<file path="src/rtl/wmul_pkg.sv">
// wmul_pkg: shared slot-state enum, default sizes and id-width helper for wmul_share_ctrl
package wmul_pkg;
  typedef enum logic [1:0] {IDLE, INFLIGHT, HOLD} slot_state_t;
  localparam int NUM_REQ_DEF = 4;
  localparam int W_DEF = 8;
  function automatic int id_w(input int n);
    return n > 1 ? $clog2(n) : 1;
  endfunction
endpackage

</file>
<file path="src/rtl/wmul_share_ctrl_if.sv">
// wmul_share_ctrl_if: requester req/rsp handshakes plus multiplier operand/product bus; slave = controller, master = requesters+multiplier
interface wmul_share_ctrl_if #(
  parameter int NUM_REQ = wmul_pkg::NUM_REQ_DEF,
  parameter int W = wmul_pkg::W_DEF
);
  logic [NUM_REQ-1:0] req_valid;
  logic [NUM_REQ-1:0] req_ready;
  logic [NUM_REQ*W-1:0] req_a;
  logic [NUM_REQ*W-1:0] req_b;
  logic [W-1:0] mul_a;
  logic [W-1:0] mul_b;
  logic mul_valid;
  logic [2*W-1:0] mul_p;
  logic [NUM_REQ-1:0] rsp_valid;
  logic [NUM_REQ-1:0] rsp_ready;
  logic [NUM_REQ*2*W-1:0] rsp_p;
  modport slave (
    input req_valid, req_a, req_b, mul_p, rsp_ready,
    output req_ready, mul_a, mul_b, mul_valid, rsp_valid, rsp_p
  );
  modport master (
    output req_valid, req_a, req_b, mul_p, rsp_ready,
    input req_ready, mul_a, mul_b, mul_valid, rsp_valid, rsp_p
  );
endinterface

</file>
<file path="src/rtl/wmul_rr_arb.sv">
// wmul_rr_arb: round-robin arbiter; in elig[N], ptr; out one-hot gnt, gnt_id, any (grant present)
module wmul_rr_arb import wmul_pkg::*; #(
  parameter int N = NUM_REQ_DEF,
  parameter int IW = id_w(N)
) (
  input  logic [N-1:0]  elig,
  input  logic [IW-1:0] ptr,
  output logic [N-1:0]  gnt,
  output logic [IW-1:0] gnt_id,
  output logic          any
);
  logic [IW:0] s;
  logic [IW-1:0] j;
  always_comb begin
    gnt_id = '0;
    any = 1'b0;
    s = '0;
    j = '0;
    for (int k = N - 1; k >= 0; k--) begin
      s = {1'b0, ptr} + (IW + 1)'(k);
      j = s >= (IW + 1)'(N) ? IW'(s - (IW + 1)'(N)) : IW'(s);
      if (elig[j]) begin
        gnt_id = j;
        any = 1'b1;
      end
    end
    gnt = any ? {{(N - 1){1'b0}}, 1'b1} << gnt_id : '0;
  end
endmodule

</file>
<file path="src/rtl/wmul_share_ctrl.sv">
// wmul_share_ctrl: shares one multiplier among NUM_REQ requesters; ports clk, rst_n, bus (wmul_share_ctrl_if.slave), plus issue_cnt/stall_cnt when WMUL_PERF_CNT_EN
module wmul_share_ctrl import wmul_pkg::*; #(
  parameter int NUM_REQ = NUM_REQ_DEF,
  parameter int W = W_DEF
) (
  input logic clk,
  input logic rst_n,
  wmul_share_ctrl_if.slave bus
`ifdef WMUL_PERF_CNT_EN
  ,
  output logic [15:0] issue_cnt,
  output logic [15:0] stall_cnt
`endif
);
  localparam int IW = id_w(NUM_REQ);
  localparam int PW = 2 * W;
  slot_state_t st [NUM_REQ];
  slot_state_t st_nx [NUM_REQ];
  logic [NUM_REQ-1:0] elig;
  logic [NUM_REQ-1:0] gnt;
  logic [IW-1:0] rr_ptr;
  logic [IW-1:0] gnt_id;
  logic [IW-1:0] issue_id;
  logic any;
  always_comb begin
    elig = '0;
    bus.rsp_valid = '0;
    for (int i = 0; i < NUM_REQ; i++) begin
      elig[i] = rst_n && bus.req_valid[i] && st[i] == IDLE;
      bus.rsp_valid[i] = st[i] == HOLD;
    end
  end
  wmul_rr_arb #(.N(NUM_REQ), .IW(IW)) u_arb (
    .elig   (elig),
    .ptr    (rr_ptr),
    .gnt    (gnt),
    .gnt_id (gnt_id),
    .any    (any)
  );
  assign bus.req_ready = gnt;
  always_comb begin
    st_nx = st;
    for (int i = 0; i < NUM_REQ; i++)
      st_nx[i] = (st[i] == IDLE && gnt[i]) ? INFLIGHT :
                 st[i] == INFLIGHT ? HOLD :
                 (st[i] == HOLD && bus.rsp_ready[i]) ? IDLE : st[i];
  end
  always_ff @(posedge clk or negedge rst_n) begin
    if (!rst_n) begin
      st <= '{default: IDLE};
      rr_ptr <= '0;
      issue_id <= '0;
      bus.mul_a <= '0;
      bus.mul_b <= '0;
      bus.mul_valid <= 1'b0;
      bus.rsp_p <= '0;
    end else begin
      st <= st_nx;
      bus.mul_valid <= any;
      if (any) begin
        rr_ptr <= gnt_id == IW'(NUM_REQ - 1) ? '0 : gnt_id + 1'b1;
        issue_id <= gnt_id;
        bus.mul_a <= bus.req_a[gnt_id * W +: W];
        bus.mul_b <= bus.req_b[gnt_id * W +: W];
      end
      if (bus.mul_valid) bus.rsp_p[issue_id * PW +: PW] <= bus.mul_p;
    end
  end
`ifdef WMUL_PERF_CNT_EN
  always_ff @(posedge clk or negedge rst_n) begin
    if (!rst_n) begin
      issue_cnt <= '0;
      stall_cnt <= '0;
    end else begin
      if (any && !(&issue_cnt)) issue_cnt <= issue_cnt + 1'b1;
      if ((elig & (elig - 1'b1)) != '0 && !(&stall_cnt)) stall_cnt <= stall_cnt + 1'b1;
    end
  end
`endif
endmodule
</file>
<file path="src/flat_wrapper.sv">
// flat-port wrapper written by rule: the top's interface ports become plain ports
module wmul_share_ctrl_flat import wmul_pkg::*;
#(
  parameter int NUM_REQ = NUM_REQ_DEF,
  parameter int W = W_DEF
)
  (clk, rst_n, bus_req_valid, bus_req_a, bus_req_b, bus_mul_p, bus_rsp_ready, bus_req_ready, bus_mul_a, bus_mul_b, bus_mul_valid, bus_rsp_valid, bus_rsp_p);
  wmul_share_ctrl_if #(.NUM_REQ(NUM_REQ), .W(W)) bus_i ();
  input logic clk;
  input logic rst_n;
  input wire logic [$bits(bus_i.req_valid)-1:0] bus_req_valid;
  input wire logic [$bits(bus_i.req_a)-1:0] bus_req_a;
  input wire logic [$bits(bus_i.req_b)-1:0] bus_req_b;
  input wire logic [$bits(bus_i.mul_p)-1:0] bus_mul_p;
  input wire logic [$bits(bus_i.rsp_ready)-1:0] bus_rsp_ready;
  output wire logic [$bits(bus_i.req_ready)-1:0] bus_req_ready;
  output wire logic [$bits(bus_i.mul_a)-1:0] bus_mul_a;
  output wire logic [$bits(bus_i.mul_b)-1:0] bus_mul_b;
  output wire logic [$bits(bus_i.mul_valid)-1:0] bus_mul_valid;
  output wire logic [$bits(bus_i.rsp_valid)-1:0] bus_rsp_valid;
  output wire logic [$bits(bus_i.rsp_p)-1:0] bus_rsp_p;
  assign bus_i.req_valid = bus_req_valid;
  assign bus_i.req_a = bus_req_a;
  assign bus_i.req_b = bus_req_b;
  assign bus_i.mul_p = bus_mul_p;
  assign bus_i.rsp_ready = bus_rsp_ready;
  assign bus_req_ready = bus_i.req_ready;
  assign bus_mul_a = bus_i.mul_a;
  assign bus_mul_b = bus_i.mul_b;
  assign bus_mul_valid = bus_i.mul_valid;
  assign bus_rsp_valid = bus_i.rsp_valid;
  assign bus_rsp_p = bus_i.rsp_p;
  wmul_share_ctrl #(.NUM_REQ(NUM_REQ), .W(W)) u_core (.clk(clk), .rst_n(rst_n), .bus(bus_i));
endmodule
</file>
<file path="config.mk">
export PLATFORM = sky130hd
export DESIGN_NAME = wmul_share_ctrl_flat
export DESIGN_NICKNAME = d
export VERILOG_FILES = /design/src/rtl/wmul_pkg.sv /design/src/rtl/wmul_share_ctrl_if.sv /design/src/rtl/wmul_rr_arb.sv /design/src/rtl/wmul_share_ctrl.sv /design/src/flat_wrapper.sv
export SDC_FILE = /design/constraint.sdc
export NUM_CORES = 1
export LEC_CHECK = 0
export ABC_AREA = 1
export CAP_MARGIN = 20
export CORE_MARGIN = 3
export CORE_UTILIZATION = 45
export CTS_BUF_LIST = sky130_fd_sc_hd__clkbuf_4 sky130_fd_sc_hd__clkbuf_8
export CTS_CLUSTER_DIAMETER = 40
export DETAILED_ROUTE_END_ITERATION = 7
export PLACE_DENSITY_LB_ADDON = 0.15
export SLEW_MARGIN = 25
export SYNTH_ARGS = -nofsm -noshare
export SYNTH_HDL_FRONTEND = slang
export SYNTH_HIERARCHICAL = 1
export SYNTH_SLANG_ARGS = --single-unit
</file>
<file path="constraint.sdc">
create_clock -name clk -period 2.4 [get_ports clk]
set_input_delay 0.24 -clock clk [delete_from_list [all_inputs] [get_ports clk]]
set_output_delay 0.24 -clock clk [all_outputs]
set_load 0.005 [all_outputs]
</file>
After elaboration in Yosys (flattened, before gate mapping)
Cells that the tools add are included.
{ "totals": {"memories": 0, "latchBits": 0, "elab_cells": 100, "output_inout_bits": 89, "ram_bits": 0, "ff_bits": 93, "mem_bits_ro": 0} }
{ "op_classes": {"multipliers": 0, "n_div": 0, "n_reduce_logical": 24, "order_cmp": 8, "addsub": 9, "eq_ne": 9, "bitwise_logic": 0, "mux": 35, "n_shift": 5} }
{ "ops": {"columns": ["op", "count"], "rows": [
  ["64-bit bitwise mux", 1],
  ["16-bit by 34-bit variable shift with 64-bit output (first input constant)", 1],
  ["16-bit by 34-bit variable part select with 64-bit output", 1],
  ["32-bit by 6-bit variable part select with 8-bit output", 2],
  ["2-bit 2-to-1 mux", 21],
  ["6-bit negation with 34-bit output", 1],
  ["1-bit logical AND", 16],
  ["2-bit by 3-bit < comparator with 1-bit output (second input constant)", 4],
  ["3-bit nonzero test", 4],
  ["2-bit == test (second input constant)", 5],
  ["3-bit >= comparator (second input constant)", 3],
  ["1-bit binary-select mux with 2-bit select", 4],
  ["2-bit by 1-bit == test with 1-bit output (second input constant)", 4],
  ["2-bit zero test", 4],
  ["1-bit 2-to-1 mux", 8],
  ["2-bit by 1-bit subtractor with 2-bit output (second input constant)", 4],
  ["2-bit by 2-bit adder with 3-bit output (second input constant)", 2],
  ["4-bit 2-to-1 mux", 1],
  ["1-bit by 2-bit << shifter with 4-bit output (first input constant)", 1],
  ["2-bit by 1-bit adder with 3-bit output (second input constant)", 1],
  ["2-bit by 3-bit >= comparator with 1-bit output (second input constant)", 1],
  ["2-bit by 1-bit adder with 2-bit output (second input constant)", 1]
]} }

Depth between registers and ports, before layout
Gate-level depths: netlist of run 1.
{ "depth": {"word_depth": 13, "mapped_depth": 18} }

Hierarchy
Netlist of run 1, hierarchy kept.
{ "by_module_without_submodules": {"columns": ["mod", "area_per_inst_um2", "n_inst", "cells_per_inst"], "rows": [
  ["wmul_share_ctrl", 4219.0, 1, 513],
  ["wmul_rr_arb", 292.8, 1, 61]
]} }

Least setup slack after synthesis of run 1
Ideal clock, no wire load.
{ "synth_path": {"path_kind": "register -> register", "startpoint": "register u_core/st[4] in the netlist's numbering", "endpoint": "register u_core.bus.mul_a[1]", "stages_incl_launch_ff": 15, "path_buffers": 1, "required_time_ns": 2.270, "synth_period_minus_slack_ns": 1.957, "slack_ns": 0.443, "arrival_ns": 1.827, "path_cell_list": "dfrtp_1 nor3_1 inv_1 nand2_1 nand3_1 nand2_1 inv_1 nor2_1 nor2_1 nand2_2 nand2_2 clkbuf_1 or2_2 o211ai_1 nand3_1"} }
{ "synth_between": {"elab_chain_cells": 9, "elab_cells_between_ends": 19, "cone_classes": "1 x shift; 16 x mux; 2 x reduce/logical"} }
{ "synth_lines": {"columns": ["item", "line", "source"], "rows": [
  ["start: declaration", "wmul_share_ctrl.sv:17", "slot_state_t st [NUM_REQ];"],
  ["start signal: assignment", "wmul_share_ctrl.sv:58", "st <= st_nx;"],
  ["2-bit zero test *", "wmul_share_ctrl.sv:29", "elig[i] = rst_n && bus.req_valid[i] && st[i] == IDLE;"],
  ["1-bit logical AND *", "wmul_share_ctrl.sv:29", null],
  ["via u_core.elig[1]", "wmul_share_ctrl.sv:19", "logic [NUM_REQ-1:0] elig;"],
  ["1-bit binary-select mux with 2-bit select", "wmul_rr_arb.sv:22", "if (elig[j]) begin"],
  ["1-bit 2-to-1 mux (not written as such)", "wmul_rr_arb.sv:22", null],
  ["2-bit 2-to-1 mux (3 in a row)", "wmul_rr_arb.sv:22", null],
  ["2-bit 2-to-1 mux *", "wmul_rr_arb.sv:22", null],
  ["via u_core.gnt_id[0]", "wmul_share_ctrl.sv:22", "logic [IW-1:0] gnt_id;"],
  ["32-bit by 6-bit variable part select with 8-bit output *", "wmul_share_ctrl.sv:63", "bus.mul_a <= bus.req_a[gnt_id * W +: W];"],
  ["end signal: assignment", "wmul_share_ctrl.sv:63", null],
  ["end: declaration", "wmul_share_ctrl_if.sv:19", "output req_ready, mul_a, mul_b, mul_valid, rsp_valid, rsp_p"]
]} }
Mark *: on every way through the listed nets, which the timed path passes. The rest lies on a longest branch. The select of a mux whose other input is x is not followed.
A chain may end at the register's enable or synchronous reset.

Worst setup path after layout of run 1
{ "layout_path": {"startpoint": "register u_core/st[4] in the netlist's numbering", "endpoint": "output port bus_req_ready[1]"} }
{ "layout_between": {"elab_chain_cells": 10, "elab_cells_between_ends": 20, "cone_classes": "1 x shift; 17 x mux; 2 x reduce/logical"} }
{ "layout_lines": {"columns": ["item", "line", "source"], "rows": [
  ["2-bit zero test *", "wmul_share_ctrl.sv:29", null],
  ["1-bit logical AND *", "wmul_share_ctrl.sv:29", null],
  ["via u_core.elig[1]", "wmul_share_ctrl.sv:19", null],
  ["1-bit binary-select mux with 2-bit select", "wmul_rr_arb.sv:22", null],
  ["1-bit 2-to-1 mux (not written as such)", "wmul_rr_arb.sv:22", null],
  ["2-bit 2-to-1 mux (4 in a row)", "wmul_rr_arb.sv:22", null],
  ["1-bit by 2-bit << shifter with 4-bit output", "wmul_rr_arb.sv:27", "gnt = any ? {{(N - 1){1'b0}}, 1'b1} << gnt_id : '0;"],
  ["4-bit 2-to-1 mux *", "wmul_rr_arb.sv:27", null],
  ["end: declaration", "flat_wrapper.sv:16", "output wire logic [$bits(bus_i.req_ready)-1:0] bus_req_ready;"]
]} }
Marks and branches as above.

==> flow_summary.ini, run 1 <==
[timing]
tightest_slew_ps = 727
fin_ws_ps = 68.2
hold_viol_final = 0
fin_skew_ps = 21.8
finalCritPeriodShare = 0.972
slew_headroom = 0.515
rsz0062_at_grt = yes
slew_viol_final = 0
max_freq_mhz = 429
setup_viol = 0
period_minus_slack_ps = 2330

[min_path]
hp-class = input port to async pin

[die]
die_area_um2 = 11300
chipHeight_um = 106
core_area_um2 = 9500
fp-row-count = 35
start_util = 0.475
die_x_um = 106
pin_count = 179

[clock_tree]
cts-root-buf = clkbuf_8
ctsHtreeMaxLevel = 3
clockBufferDepth = 2
clk_latency_ps = 370
clk_pin_slew_ps = 100
cts_tree = built
cts_inserted_buffers = 9
cts_sinks = 93

[synthesis]
synth_cell_type_count = 24
synth_seq_area_share = 0.516
syn-mean-instance-area_um2 = 7.86
syn_nets = 670
ys_ff_latch = 93
syn_area_um2 = 4510
syn-instance-count = 574
yosysWarnings = 6

[cells_and_area]
drive_above_1_share = 0.119
multi_input_area_um2 = 1950
design_area_um2 = 6790
antenna_cells = 0
final-seq-area_um2 = 2330
fillers = 749
area_growth_pct = 50.5
fin_nets = 857

[critical_path]
crit_fanout = 4
cp-end-kind = primary output
r2r-start = u_core/st[1]
critical_path_class = flip-flop to primary output
setup.worst_path.start_class = flip-flop
required_ps = 2160
crit_start = u_core/st[4]
crit_arrival_ps = 2090

[route]
first_iter_violations = 192
viasPerCell = 5.07
vias = 4538
drt-total-wl_um = 13400
drc = 0
drt_pass1_iterations = 5
ant_nets = 0
wire_per_inst_um = 15.0

[global_route]
grt_pass1_vias = 4420
grt_max_degree = 84
overflow = 0
grt.total_usage = 0.240
grt_first_pass_wirelength_um = 21700
antenna_found_initial = 0

[placement]
dp_hpwl_um = 10000
gp_congestion = 0.887
placed_area_um2 = 6460
io_buffers = 178
dpl_worst_slack_ps = -251

[power]
ir_drop_mv = 0.308
power_density_nw_per_um2 = 415
leakage_nw = 3.29

[run]
drv_cap = 0

[outcome]
status = completed
==> cells in the mapped netlist <==
cell | count | area [um2]
nor2_1 | 31 | 116
a21oi_1 | 6 | 30.0
o21ai_0 | 44 | 220
nand3_2 | 3 | 30.0
nand2_2 | 13 | 81.3
o211ai_1 | 10 | 75.1
buf_2 | 14 | 70.1
nor3_1 | 4 | 20.0
dfrtp_1 | 93 | 2330
nor2_2 | 5 | 31.3
o21a_1 | 1 | 7.51
or2_2 | 10 | 62.6
inv_1 | 46 | 173
inv_2 | 3 | 11.3
nand2_1 | 206 | 773
buf_6 | 1 | 11.3
nand3_1 | 46 | 230
clkbuf_1 | 6 | 22.5
inv_6 | 1 | 8.76
buf_1 | 1 | 3.75
nor2_4 | 1 | 11.3
o21ai_1 | 21 | 105
ha_1 | 6 | 75.1
buf_4 | 2 | 15.0
==> final cells by class <==
cell class                      count  share of cell area
Sequential cell                    93               0.343
Timing Repair Buffer              200               0.288
Clock buffer                        9              0.0182
Tap cell                          129              0.0238
Clock inverter                      7              0.0112
Multi-Input combinational cell    407               0.287
Inverter                           50              0.0284
==> repair_timing <==
item	4_1_cts	5_1_grt
hold endpoints to repair	10	4
buffers inserted	1	3
hold buffers	1	1
gates resized for setup	10	24
pin swaps	2	9
endpoints found under the setup margin	4	18
==> flip-flops by register name, indices dropped and copies added, names as in the netlist <==
| name | cells |
|---|---|
| u_core/bus.mul_a | 8 |
| u_core/bus.mul_b | 8 |
| u_core/bus.mul_valid | 1 |
| u_core/bus.rsp_p | 64 |
| u_core/issue_id | 2 |
| u_core/rr_ptr | 2 |
| u_core/st | 8 |
==> worst paths after layout <==
kind / to / slack (ps) / depth (start not counted)
max: bus_req_ready[1] / 70 / 11
max in group asynchronous: u_core/bus.mul_a[6] / 1750 / 3
min in group clk: u_core/st[7] / 440 / 2
max reg2reg: u_core/bus.mul_a[1] / 160 / 14
min: u_core/st[4] / 70 / 2
min reg2reg: u_core/bus.mul_b[3] / 490 / 2
==> power by group <==
part	leakage (nW)	total, mW	internal (mW)	switching [mW]
clock	0.102	1.02	0.412	0.612
sequential	0.916	1.57	1.57	0
combinational	2.27	0.230	0.148	0.0822
==> kinds of logic (layout without fill, tap and decap cells) <==
logic type / after synthesis / in the layout / share of synthesized area
compound gates: 82 / 82 / 0.0971
flops: 93 / 93 / 0.516
simple gates: 319 / 319 / 0.301
buf+inv: 74 / 266 / 0.0699
fa+ha+maj: 6 / 6 / 0.0166
==> routing by layer <==
layer	vias to the layer above	track usage	routed length, um
met2	213	0.404	6590
li1	2193	-	-
met1	2101	0.307	5390
met4	0	0.0712	333
met5	-	0	0
met3	31	0.0571	1100
==> critical path, stage by stage, from the launching register on <==
cell,delay (ps)
dfrtp_1,420
nor3_2,250
nand2_1,100
nand2_2,80
nand2_2,70
nand2_2,90
nor2_1,50
nor2_1,120
nand2_2,140
buf_6,150
a21oi_4,130
clkbuf_2,130
==> placed cells by master (no fill, tap or decap), types with 2 or more instances in the layout <==
| master | synthesis | final |
|---|---|---|
| inv_2 | 3 | 4 |
| dlygate4sd3_1 | 0 | 2 |
| ha_1 | 6 | 6 |
| clkinv_4 | 0 | 3 |
| nor3_2 | 0 | 2 |
| buf_4 | 2 | 17 |
| nand3_1 | 46 | 44 |
| nand2_4 | 0 | 2 |
| a21oi_1 | 6 | 4 |
| o211ai_1 | 10 | 10 |
| nor2_2 | 5 | 4 |
| inv_8 | 0 | 3 |
| nand2_2 | 13 | 16 |
| a21oi_4 | 0 | 2 |
| o21ai_1 | 21 | 21 |
| o21ai_0 | 44 | 44 |
| nand2_1 | 206 | 201 |
| clkbuf_2 | 0 | 4 |
| dfrtp_1 | 93 | 92 |
| clkdlybuf4s50_1 | 0 | 173 |
| or2_2 | 10 | 10 |
| nor2_1 | 31 | 31 |
| nand3_2 | 3 | 5 |
| buf_6 | 1 | 2 |
| inv_1 | 46 | 45 |
| nor2_4 | 1 | 2 |
| clkbuf_8 | 0 | 9 |
==> stage by stage <==
| stage | hold WS, ps | std cells | utilization | TNS, ps | power (mW) |
|---|---|---|---|---|---|
| 3_5_place_dp | 68.1 | 873 | 0.680 | -3770 | 1.82 |
| 6_report | 67.4 | 895 | 0.715 | 0 | 2.82 |
| 5_1_grt | 131 | 895 | 0.715 | -219 | 2.94 |
| 4_1_cts | -336 | 891 | 0.705 | -179 | 2.85 |
| 3_3_place_gp | 65.2 | 873 | 0.680 | -2290 | 1.82 |
| 2_1_floorplan | -55.6 | 574 | - | 0 | 1.63 |
Power figures use the tool's default switching activity.
==> run 2: changes to the inputs <==
- SYNTH_HIERARCHICAL: 1 -> default
==> flow_summary.ini, run 2 <==
[outcome]
status = completed

[global_route]
antenna_found_initial = 0
overflow = 0
grt_pass1_vias = 4559
grt_first_pass_wirelength_um = 21500
grt.total_usage = 0.236
grt_max_degree = 74

[timing]
setup_viol = 0
slew_headroom = 0.405
fin_skew_ps = 7.25
slew_viol_final = 0
hold_viol_final = 0
tns_ps = 0
finalCritPeriodShare = 0.962
tightest_slew_ps = 892
period_minus_slack_ps = 2310
max_freq_mhz = 433

[die]
start_util = 0.463
chipHeight_um = 107
die_x_um = 107
die_area_um2 = 11300
core_area_um2 = 9820
fp-row-count = 36
pin_count = 179

[cells_and_area]
fin_util = 0.695
antenna_cells = 0
top_register = u_core.bus.rsp_p
final_cell_mix = clkdlybuf4s50_1 (173), nand2_1 (170), dfrtp_1 (92)
largest_register_ffs = 64
drive_above_1_share = 0.0922
area_growth_pct = 50.0
instances_no_fill = 903
fillers = 811
fin_nets = 860
layout_commonest_cell = clkdlybuf4s50_1

[run]
drv_cap = 0

[route]
ant_nets = 0
drc = 0
top_layer = met4
vias = 4449
met3WireLength_um = 1030
m1WireLength_um = 5410
wire_per_inst_um = 14.2
drt_pass1_iterations = 4
viasPerCell = 4.93
first_iter_violations = 231
drt-total-wl_um = 12900
wl_met2_um = 6190

[min_path]
hp-class = input port to async pin

[synthesis]
yosys.area_share.simple = 0.252
synth_mux_area_frac = 0
synth_compound_area_frac = 0.118
ys_top_cells_by_count = nand2_1 (173), dfrtp_1 (93), inv_1 (87)
ys_async_sr_fraction = 1.00
yosysWarnings = 0
synth_seq_area_share = 0.512
ys.flop_type = dfrtp_1
synth_cell_type_count = 27
syn_area_um2 = 4550
synth_top_family_by_area = simple AND/OR/NAND/NOR gates
syn_nets = 667
synth_area_leaders = dfrtp_1 (51%), nand2_1 (14%), inv_1 (7.2%)
syn-mean-instance-area_um2 = 7.95
synth_area_leader_cell = dfrtp_1
synth_xor_xnor_area_share = 0.00193
syn-instance-count = 572
synth_fa_ha_area_frac = 0.0138
synth_edf_count = 0
ys_ff_latch = 93
yosysMostFrequentCell = nand2_1
yosysTopAreaCellShare = 0.512

[placement]
gp_congestion = 0.857
place_inst = 879
dp_hpwl_um = 9770
io_buffers = 178

[critical_path]
required_ps = 2160
crit_arrival_ps = 2070
critical_path_class = flip-flop to primary output
crit_fanout = 6
cp-end-kind = primary output
worstReg2RegEnd = u_core.bus.mul_a[7]
r2r-start = u_core.rr_ptr[0]
worst-r2r-cell-count = 13
setup.worst_path.start_class = flip-flop
r2r_setup_slack_ps = 310

[clock_tree]
ctsHtreeMaxLevel = 3
clk_latency_ps = 350
clk_pin_slew_ps = 90
clockBufferDepth = 2
cts_tree = built
cts_inserted_buffers = 9
cts-root-buf = clkbuf_8
cts_sinks = 93

[power]
ir_drop_mv = 0.451
leakage_nw = 3.39
p_int_mw = 4.96
power.switching_mw = 3.09
p_clk_frac = 0.128
seqPwrFrac = 0.341
p_comb_frac = 0.531
power_density_nw_per_um2 = 1180
switching_share = 0.384
run 2: worst max-delay path by stage:
stage,start,endpoint,slack [ps],cells past startpoint
3_3_place_gp,bus_req_valid[2],bus_req_ready[0],-7,16
3_5_place_dp,bus_req_valid[0],bus_req_ready[0],-70,16
2_1_floorplan,u_core.issue_id[0],u_core.bus.rsp_p[7],290,7
4_1_cts,u_core.rr_ptr[0],bus_req_ready[0],80,14
6_report,u_core.rr_ptr[0],bus_req_ready[2],90,14
5_1_grt,u_core.rr_ptr[0],bus_req_ready[2],-4,14
run 2: kinds of logic after synthesis:
group                      after synthesis
xor gates and xnor gates                 1
DFF                                     93
buffers and inverters                  117
AOI/OAI and AO/OA                       92
and+or+nand+nor                        264
adders and majority gates                5
run 2: power by group through the flow:
stage	clock network, mW	registers [mW]	logic (mW)
2_1_floorplan	0	2.72	2.01
3_3_place_gp	0	2.73	4.12
3_5_place_dp	0	2.76	4.23
4_1_cts	1.05	2.74	4.29
5_1_grt	1.11	2.84	4.79
6_report	1.03	2.75	4.27
run 2: layout make-up:
cell class	instances	area, um2	area share
clock buffers	9	124	0.0182
clock inverters	7	72.6	0.0106
inverters	91	347	0.0508
multi-input cells	362	1780	0.261
flip-flops and latches	93	2330	0.341
well taps	133	166	0.0244
repair buffers	208	2000	0.294
run 2: through the flow:
| step | hold slack (ps) | worst slack, ps | power, mW | instance area, um2 |
|---|---|---|---|---|
| floorplan | -55.6 | 291 | 4.74 | 4550 |
| global placement | 279 | -7.02 | 6.85 | 6530 |
| detailed placement | 281 | -71.9 | 6.99 | 6530 |
| CTS | 160 | 75.4 | 8.09 | 6810 |
| global route | 210 | -3.70 | 8.74 | 6820 |
| finish | 126 | 90.7 | 8.05 | 6820 |
run 2: repair_timing:
item,CTS,global route
buffers inserted,6,1
resized for setup,14,5
hold endpoints to repair,20,0
pin swaps,8,4
setup endpoints to repair,4,4
hold buffers,1,0
run 2: per-layer routing:
metal / up-vias / global-route usage
li1: 2190 / -
met1: 2048 / 0.299
met2: 191 / 0.399
met3: 20 / 0.0534
met4: 0 / 0.0795
met5: - / 0
run 2: worst max-delay path, stage by stage (launching register included):
cell and delay, ps:
dfrtp_2 460, buf_6 130, nand3_2 90, nand2_2 90, nand2_1 70, nand2_1 90, inv_2 40, nand2_2 80
nand2_2 70, nand2_4 70, nand2_4 60, buf_4 130, nand2_1 70, inv_1 40, dlygate4sd2_1 250
